File: src/rtl/stack_pkg.sv
// Shared types and defaults for the stack sequencer.
// Op codes, FSM states, default widths.
package stack_pkg;

  localparam int DEF_ADDR_W = 8;
  localparam int DEF_DATA_W = 10;

  typedef enum logic [1:0] {
    OP_PUSH = 2'd0,
    OP_POP  = 2'd1,
    OP_CALL = 2'd2,
    OP_RET  = 2'd3
  } stack_op_t;

  typedef enum logic [2:0] {
    ST_IDLE,
    ST_WRITE,
    ST_READ,
    ST_RDWAIT,
    ST_DONE
  } stack_state_t;

  function automatic logic is_push(stack_op_t op);
    return (op == OP_PUSH) || (op == OP_CALL);
  endfunction

endpackage

File: src/rtl/stack_depth_guard.sv
// Stack depth counter with sticky over/underflow flag.
// Used only when STACK_GUARD_EN is defined.
module stack_depth_guard
  import stack_pkg::*;
#(
  parameter int ADDR_W = DEF_ADDR_W
) (
  input  logic clk,
  input  logic rst_n,
  input  logic push_chk,
  input  logic pop_chk,
  input  logic fault_clr,
  output logic fault_now,
  output logic fault
);

  localparam logic [ADDR_W:0] FULL = {1'b1, {ADDR_W{1'b0}}};
  localparam logic [ADDR_W:0] ONE  = (ADDR_W+1)'(1);

  logic [ADDR_W:0] depth_q, depth_d;
  logic            fault_q, fault_d;

  always_comb begin
    fault_now = (push_chk && depth_q == FULL) ||
                (pop_chk && depth_q == '0);
    depth_d   = depth_q;
    if (push_chk && !fault_now) begin
      depth_d = depth_q + ONE;
    end else if (pop_chk && !fault_now) begin
      depth_d = depth_q - ONE;
    end
    // a new fault outranks a coincident clear
    fault_d = fault_now | (fault_q & ~fault_clr);
  end

  always_ff @(posedge clk or negedge rst_n) begin
    if (!rst_n) begin
      depth_q <= '0;
      fault_q <= 1'b0;
    end else begin
      depth_q <= depth_d;
      fault_q <= fault_d;
    end
  end

  assign fault = fault_q;

endmodule

File: src/rtl/stack_sequencer.sv
// Sequences PUSH/POP/CALL/RET between control unit and SP/scratch RAM.
// Optional depth guard: define STACK_GUARD_EN.
module stack_sequencer
  import stack_pkg::*;
#(
  parameter int ADDR_W = DEF_ADDR_W,
  parameter int DATA_W = DEF_DATA_W
) (
  input  logic              CLK,
  input  logic              RST_N,
  input  logic              OP_VALID,
  input  logic [1:0]        OP,
  input  logic [DATA_W-1:0] WDATA,
  output logic              OP_READY,
  input  logic [ADDR_W-1:0] SP_IN,
  output logic              SP_INCR,
  output logic              SP_DECR,
  output logic [ADDR_W-1:0] SCR_ADDR,
  output logic [DATA_W-1:0] SCR_WDATA,
  output logic              SCR_WE,
  input  logic [DATA_W-1:0] SCR_RDATA,
  output logic              RES_VALID,
  output logic [DATA_W-1:0] RES_DATA,
  output logic              RES_IS_RET,
  output logic              FAULT,
  input  logic              FAULT_CLR
);

  stack_state_t      state_q, state_d;
  stack_op_t         op_q, op_d;
  logic [DATA_W-1:0] wdata_q, wdata_d;
  logic [DATA_W-1:0] res_q, res_d;
  logic              flt_q, flt_d;
  logic              in_wr, in_rd;
  logic              fault_now;

  assign in_wr = (state_q == ST_WRITE);
  assign in_rd = (state_q == ST_READ);

`ifdef STACK_GUARD_EN
  stack_depth_guard #(
    .ADDR_W(ADDR_W)
  ) u_guard (
    .clk      (CLK),
    .rst_n    (RST_N),
    .push_chk (in_wr),
    .pop_chk  (in_rd),
    .fault_clr(FAULT_CLR),
    .fault_now(fault_now),
    .fault    (FAULT)
  );
`else
  logic unused_fault_clr;
  assign unused_fault_clr = FAULT_CLR;
  assign fault_now        = 1'b0;
  assign FAULT            = 1'b0;
`endif

  always_comb begin
    state_d = state_q;
    op_d    = op_q;
    wdata_d = wdata_q;
    res_d   = res_q;
    flt_d   = flt_q;
    unique case (state_q)
      ST_IDLE: begin
        if (OP_VALID) begin
          op_d    = stack_op_t'(OP);
          wdata_d = WDATA;
          state_d = is_push(stack_op_t'(OP)) ? ST_WRITE : ST_READ;
        end
      end
      ST_WRITE: state_d = ST_IDLE;
      ST_READ: begin
        flt_d   = fault_now;
        state_d = ST_RDWAIT;
      end
      ST_RDWAIT: begin
        // a faulted pop returns zero instead of stale RAM data
        res_d   = flt_q ? '0 : SCR_RDATA;
        state_d = ST_DONE;
      end
      ST_DONE: state_d = ST_IDLE;
      default: state_d = ST_IDLE;
    endcase
  end

  always_ff @(posedge CLK or negedge RST_N) begin
    if (!RST_N) begin
      state_q <= ST_IDLE;
      op_q    <= OP_PUSH;
      wdata_q <= '0;
      res_q   <= '0;
      flt_q   <= 1'b0;
    end else begin
      state_q <= state_d;
      op_q    <= op_d;
      wdata_q <= wdata_d;
      res_q   <= res_d;
      flt_q   <= flt_d;
    end
  end

  // SP_IN is consumed combinationally in the access cycle
  always_comb begin
    SCR_ADDR = '0;
    unique case (1'b1)
      in_wr:   SCR_ADDR = SP_IN - ADDR_W'(1);
      in_rd:   SCR_ADDR = SP_IN;
      default: SCR_ADDR = '0;
    endcase
  end

  assign OP_READY   = (state_q == ST_IDLE);
  assign SP_DECR    = in_wr & ~fault_now;
  assign SP_INCR    = in_rd & ~fault_now;
  assign SCR_WE     = in_wr & ~fault_now;
  assign SCR_WDATA  = in_wr ? wdata_q : '0;
  assign RES_VALID  = (state_q == ST_DONE);
  assign RES_IS_RET = RES_VALID && (op_q == OP_RET);
  assign RES_DATA   = res_q;

endmodule

File: config.mk
export PLATFORM = sky130hd
export DESIGN_NAME = stack_sequencer
export DESIGN_NICKNAME = d
export VERILOG_FILES = /design/src/rtl/stack_pkg.sv /design/src/rtl/stack_depth_guard.sv /design/src/rtl/stack_sequencer.sv
export SDC_FILE = /design/constraint.sdc
export NUM_CORES = 1
export LEC_CHECK = 0
export CORE_AREA = 2 2 61 63
export DETAILED_ROUTE_END_ITERATION = 6
export DIE_AREA = 0 0 63 65
export PLACE_DENSITY = 0.75
export SETUP_SLACK_MARGIN = 0.15
export SLEW_MARGIN = 25
export SYNTH_ARGS = -nofsm -noshare
export SYNTH_HDL_FRONTEND = slang
export SYNTH_SLANG_ARGS = --single-unit
File: constraint.sdc
create_clock -name CLK -period 2.05 [get_ports CLK]
set_clock_uncertainty 0.15 [all_clocks]
set_input_delay 0.205 -clock CLK [delete_from_list [all_inputs] [get_ports CLK]]
set_output_delay 0.205 -clock CLK [all_outputs]
set_load 0.02 [all_outputs]
[Word level (Yosys, flattened, before mapping)]
Cells that the tools add are included.
Word-level totals
  output and inout port bits: 35
  word-level logic and storage cells: 22
  flip-flop bits (word level): 25
  input port bits: 34
Operators by class
  multiplexer cells: 5
  add/subtract/negate cells: 1
  eq/ne operators: 7
  reduce and logical (&&, ||, !) cells: 5
Operator list (count)
  8-bit one-hot mux with 2 select lines: 1
  10-bit 2-to-1 mux: 1
  3-bit one-hot mux with 3 select lines: 1
  8-bit by 1-bit subtractor with 8-bit output, second input constant: 1
  3-bit by 2-bit equality test with 1-bit output, second input constant: 2
  2-bit equality test, second input constant: 2
  3-bit by 1-bit equality test with 1-bit output, second input constant: 1
  3-bit equality test, second input constant: 1
  3-bit zero test: 1
  3-bit 2-to-1 mux: 1
  2-bit zero test: 1
  2-bit 2-to-1 mux: 1
  2-bit inequality test, second input constant: 1
  2-bit AND reduction: 1
  1-bit logical AND: 1
  1-bit logical OR: 1

[Depth between registers and ports, before layout]
  depth after elaboration: 5
  gate-level depth with buffers: 5

[Least setup slack after synthesis]
No wires, ideal clock.
  kind: reg-to-reg
  start: reg state_q[2]
  end: reg op_q[0]
  clock period less this slack: 2046 ps
  setup time: 125 ps
  data arrival time: 1771 ps
  buffers on the path: 1
  slack: 4 ps
  stages on the path, launching flop included: 5
  path through: dfrtp_1 -> nor3_1 -> and2_1 -> buf_2 -> mux2_2
On the way
  longest elaborated chain between the ends: 2
RTL lines
  start: declaration: RTL line stack_sequencer.sv:29  | stack_state_t state_q, state_d;
  start signal: assignment: RTL line stack_sequencer.sv:96  | state_q <= state_d;
  3-bit zero test
  via OP_READY: RTL line stack_sequencer.sv:14  | output logic OP_READY,
  2-bit AND reduction (no source line)
  end signal: assignment: RTL line stack_sequencer.sv:97  | op_q <= op_d;
  end: declaration: RTL line stack_sequencer.sv:30  | stack_op_t op_q, op_d;
The timed path passes the listed nets, and every way through them passes these cells.
A chain may end at the register's enable or synchronous reset.

[Worst setup path after layout]
  start: in SP_IN[2]
  end: out SCR_ADDR[7]
On the way
  longest elaborated chain between the ends: 2
RTL lines
  start: declaration: RTL line stack_sequencer.sv:15  | input logic [ADDR_W-1:0] SP_IN,
  8-bit by 1-bit subtractor with 8-bit output: RTL line stack_sequencer.sv:108  | in_wr: SCR_ADDR = SP_IN - ADDR_W'(1);
  8-bit one-hot mux with 2 select lines: RTL line stack_sequencer.sv:107  | unique case (1'b1)
  end: declaration: RTL line stack_sequencer.sv:18  | output logic [ADDR_W-1:0] SCR_ADDR,
No other way between the ends.

==> metrics.txt <==
hold_buf cts=0; area grow syn2layout=82.4%; post-route total power=3.11 mW; Routed WL=3520 um; die width=63 um; Overflow after GRT=0; first-pass GRT wire length=5470 um; critical-path maximum fanout=2; initial core utilization=36.1%; period utilisation layout=106%; Netlist cell types=33; EDFF count, synth=0; register area=626 um^2; clock buffer depth=2; ys async rst share=100%; initial antenna violation count=0; Synth top cells by count=dfrtp_1, mux2_2, and2_1, inv_1; Setup CP Type=input pin to output port; Peak VDD IR=0.000818 V; WL met2=1820 um; # diodes=0; Nets=237; Yosys warning count=0; Placer Congestion=0.800; via-per-instance ratio=4.92; leakage power=1.04 nW; num ports=69; commonest register cell after synthesis=dfrtp_1; clk sinks=25; clk_lat worst skew=0.31 ns; average instance area after synthesis=11.3 um^2; #FFs+latches synth=25; Residual DRC=0; Root Driver=clkbuf_4; filler cell count=273; Synth area leaders=dfrtp_1, mux2_2, and2_1, inv_1, nor3_1; vias in the first global route=1299; count of final hold-check violations=0; max layer used=met4; HP Class=input pin to async pin; Seq/Total Area, Yosys=49.5%; Setup crit end kind=output port; slew at the pin with the worst max-slew slack=0.496 ns; worst reg2reg path depth=7; Row Count=22; Mapped Area=0.00126 mm^2; outcome=finished with violations; Starting DRT DRC Count=40; die span in y=65 um; fmax=0.458 GHz; Synth top area share=49.5%; drt first pass iters=4; final instance area=0.00230 mm^2; unrepaired setup endpoints after global routing=yes; area occupied by multi-input gates=688 um^2; detailed-route via count=1226; MaxCap Viol Count=0; layout cell share with drive strength beyond 1=51.2%; Arr. time, crit path=1.83 ns; CTS tree=done; Mapped Cells=112; area post-placement=0.00210 mm^2; post-layout min period=2.18 ns; Placeable Area=0.00350 mm^2; die area=0.00410 mm^2; met1 wire length=1330 um; most frequent cell after synthesis=dfrtp_1; GRT Util Overall=16.8%; fin. max-slew vios=0; Port Buf Inserts=66; # H-tree levels=1; DP Wirelength=2690 um; failing checks=setup timing; Final WS setup=-0.131 ns; DRT antenna net count=0; clock-pin slew on the worst setup and hold paths=0.12 ns; slew margin rel.=66.7%; Yosys top cell by area=dfrtp_1; PD cells=1350 mW/mm^2; # setup viols final=17; startpoint types=input pin; total CTS buffers=3; largest net degree at the start of global routing=26; Syn Nets=147; met3 WL=314 um; Required @ worst endpoint=1.69 ns; per-cell routed wire length=14.1 um
final timing paths:
| check | startpoint | to | slack, ns |
|---|---|---|---|
| worst max-delay path | SP_IN[2] | SCR_ADDR[7] | -0.13 |
| worst min-delay path | RST_N | RES_DATA[2]$_DFFE_PN0P_ | 0.08 |
| worst max register to register | state_q[2]$_DFFE_PN0P_ | wdata_q[8]$_DFFE_PN0P_ | 0.24 |
| worst min register to register | wdata_q[9]$_DFFE_PN0P_ | wdata_q[9]$_DFFE_PN0P_ | 0.37 |
| max in group asynchronous | RST_N | RES_DATA[0]$_DFFE_PN0P_ | 1.43 |
| min in group CLK | SCR_RDATA[5] | RES_DATA[5]$_DFFE_PN0P_ | 0.35 |
logic make-up after synthesis:
kind of cell | after synthesis | synth area share (%)
buffers and inverters | 13 | 4.65
DFF | 25 | 49.5
other | 1 | 0.297
and+or+nand+nor | 35 | 17.6
AOI/OAI and AO/OA | 15 | 7.33
muxes | 22 | 19.6
adders and majority gates | 1 | 0.990
area by class of cell:
type | instances | area share (%)
inverters | 7 | 1.57
repair inverters | 1 | 0.271
clock inverters | 1 | 0.217
repair buffers | 90 | 37.4
clock buffers | 3 | 0.977
flip-flops and latches | 25 | 27.1
multi-input cells | 74 | 29.9
well taps | 48 | 2.61
state kept, by name, indices dropped and copies added (netlist names):
name and count:
op_q 2, RES_DATA 10, state_q 3, wdata_q 10
where the power goes:
part	internal (mW)	total [mW]	switching, mW
Clock	0.0728	0.207	0.135
Combinational	1.11	2.04	0.934
Sequential	0.739	0.860	0.121
metrics by stage:
step | util (%) | hold WS (ns) | setup TNS, ns | std cells | worst slack, ns
finish | 65.9 | 0.0830 | -0.431 | 249 | -0.131
global route | 65.9 | 0.0915 | -1.61 | 249 | -0.172
CTS | 60.2 | 0.0750 | -1.40 | 243 | -0.145
detailed placement | 59.9 | 0.341 | -6.56 | 238 | -0.743
global placement | 59.9 | 0.331 | -6.07 | 238 | -0.713
floorplan | - | -0.241 | 0 | 112 | 0.155
worst max-delay path: stages:
cell             delay, ns
clkdlybuf4s50_1       0.45
or4_4                 0.44
or4_4                 0.52
nand3_2               0.09
buf_6                 0.11
repair_timing:
action	CTS	global route
setup buffers	1	4
gates resized for setup	132	48
gates cloned	0	2
pin swaps	7	17
endpoints found under the setup margin	24	41
layer usage:
layer | GRT usage (%) | up-vias
li1 | - | 576
met4 | 5.00 | 0
met5 | 0 | -
met2 | 31.9 | 65
met1 | 18.1 | 579
met3 | 4.34 | 6
placed cells by master (no fill, tap or decap), types with 2 or more instances in the layout:
| cell | instances |
|---|---|
| a21oi_1 | 2 |
| a22o_1 | 2 |
| and2_1 | 2 |
| and2_4 | 9 |
| buf_4 | 24 |
| buf_6 | 22 |
| clkbuf_4 | 3 |
| clkdlybuf4s50_1 | 39 |
| dfrtp_1 | 25 |
| dlygate4sd2_1 | 3 |
| inv_1 | 4 |
| inv_4 | 2 |
| mux2_2 | 22 |
| nand2_1 | 3 |
| nand3_2 | 2 |
| nor3_1 | 3 |
| o21ai_1 | 2 |
| o21ai_2 | 2 |
| or3b_4 | 3 |
| or4_4 | 2 |
Note: power is estimated with default switching activity, not from simulation.
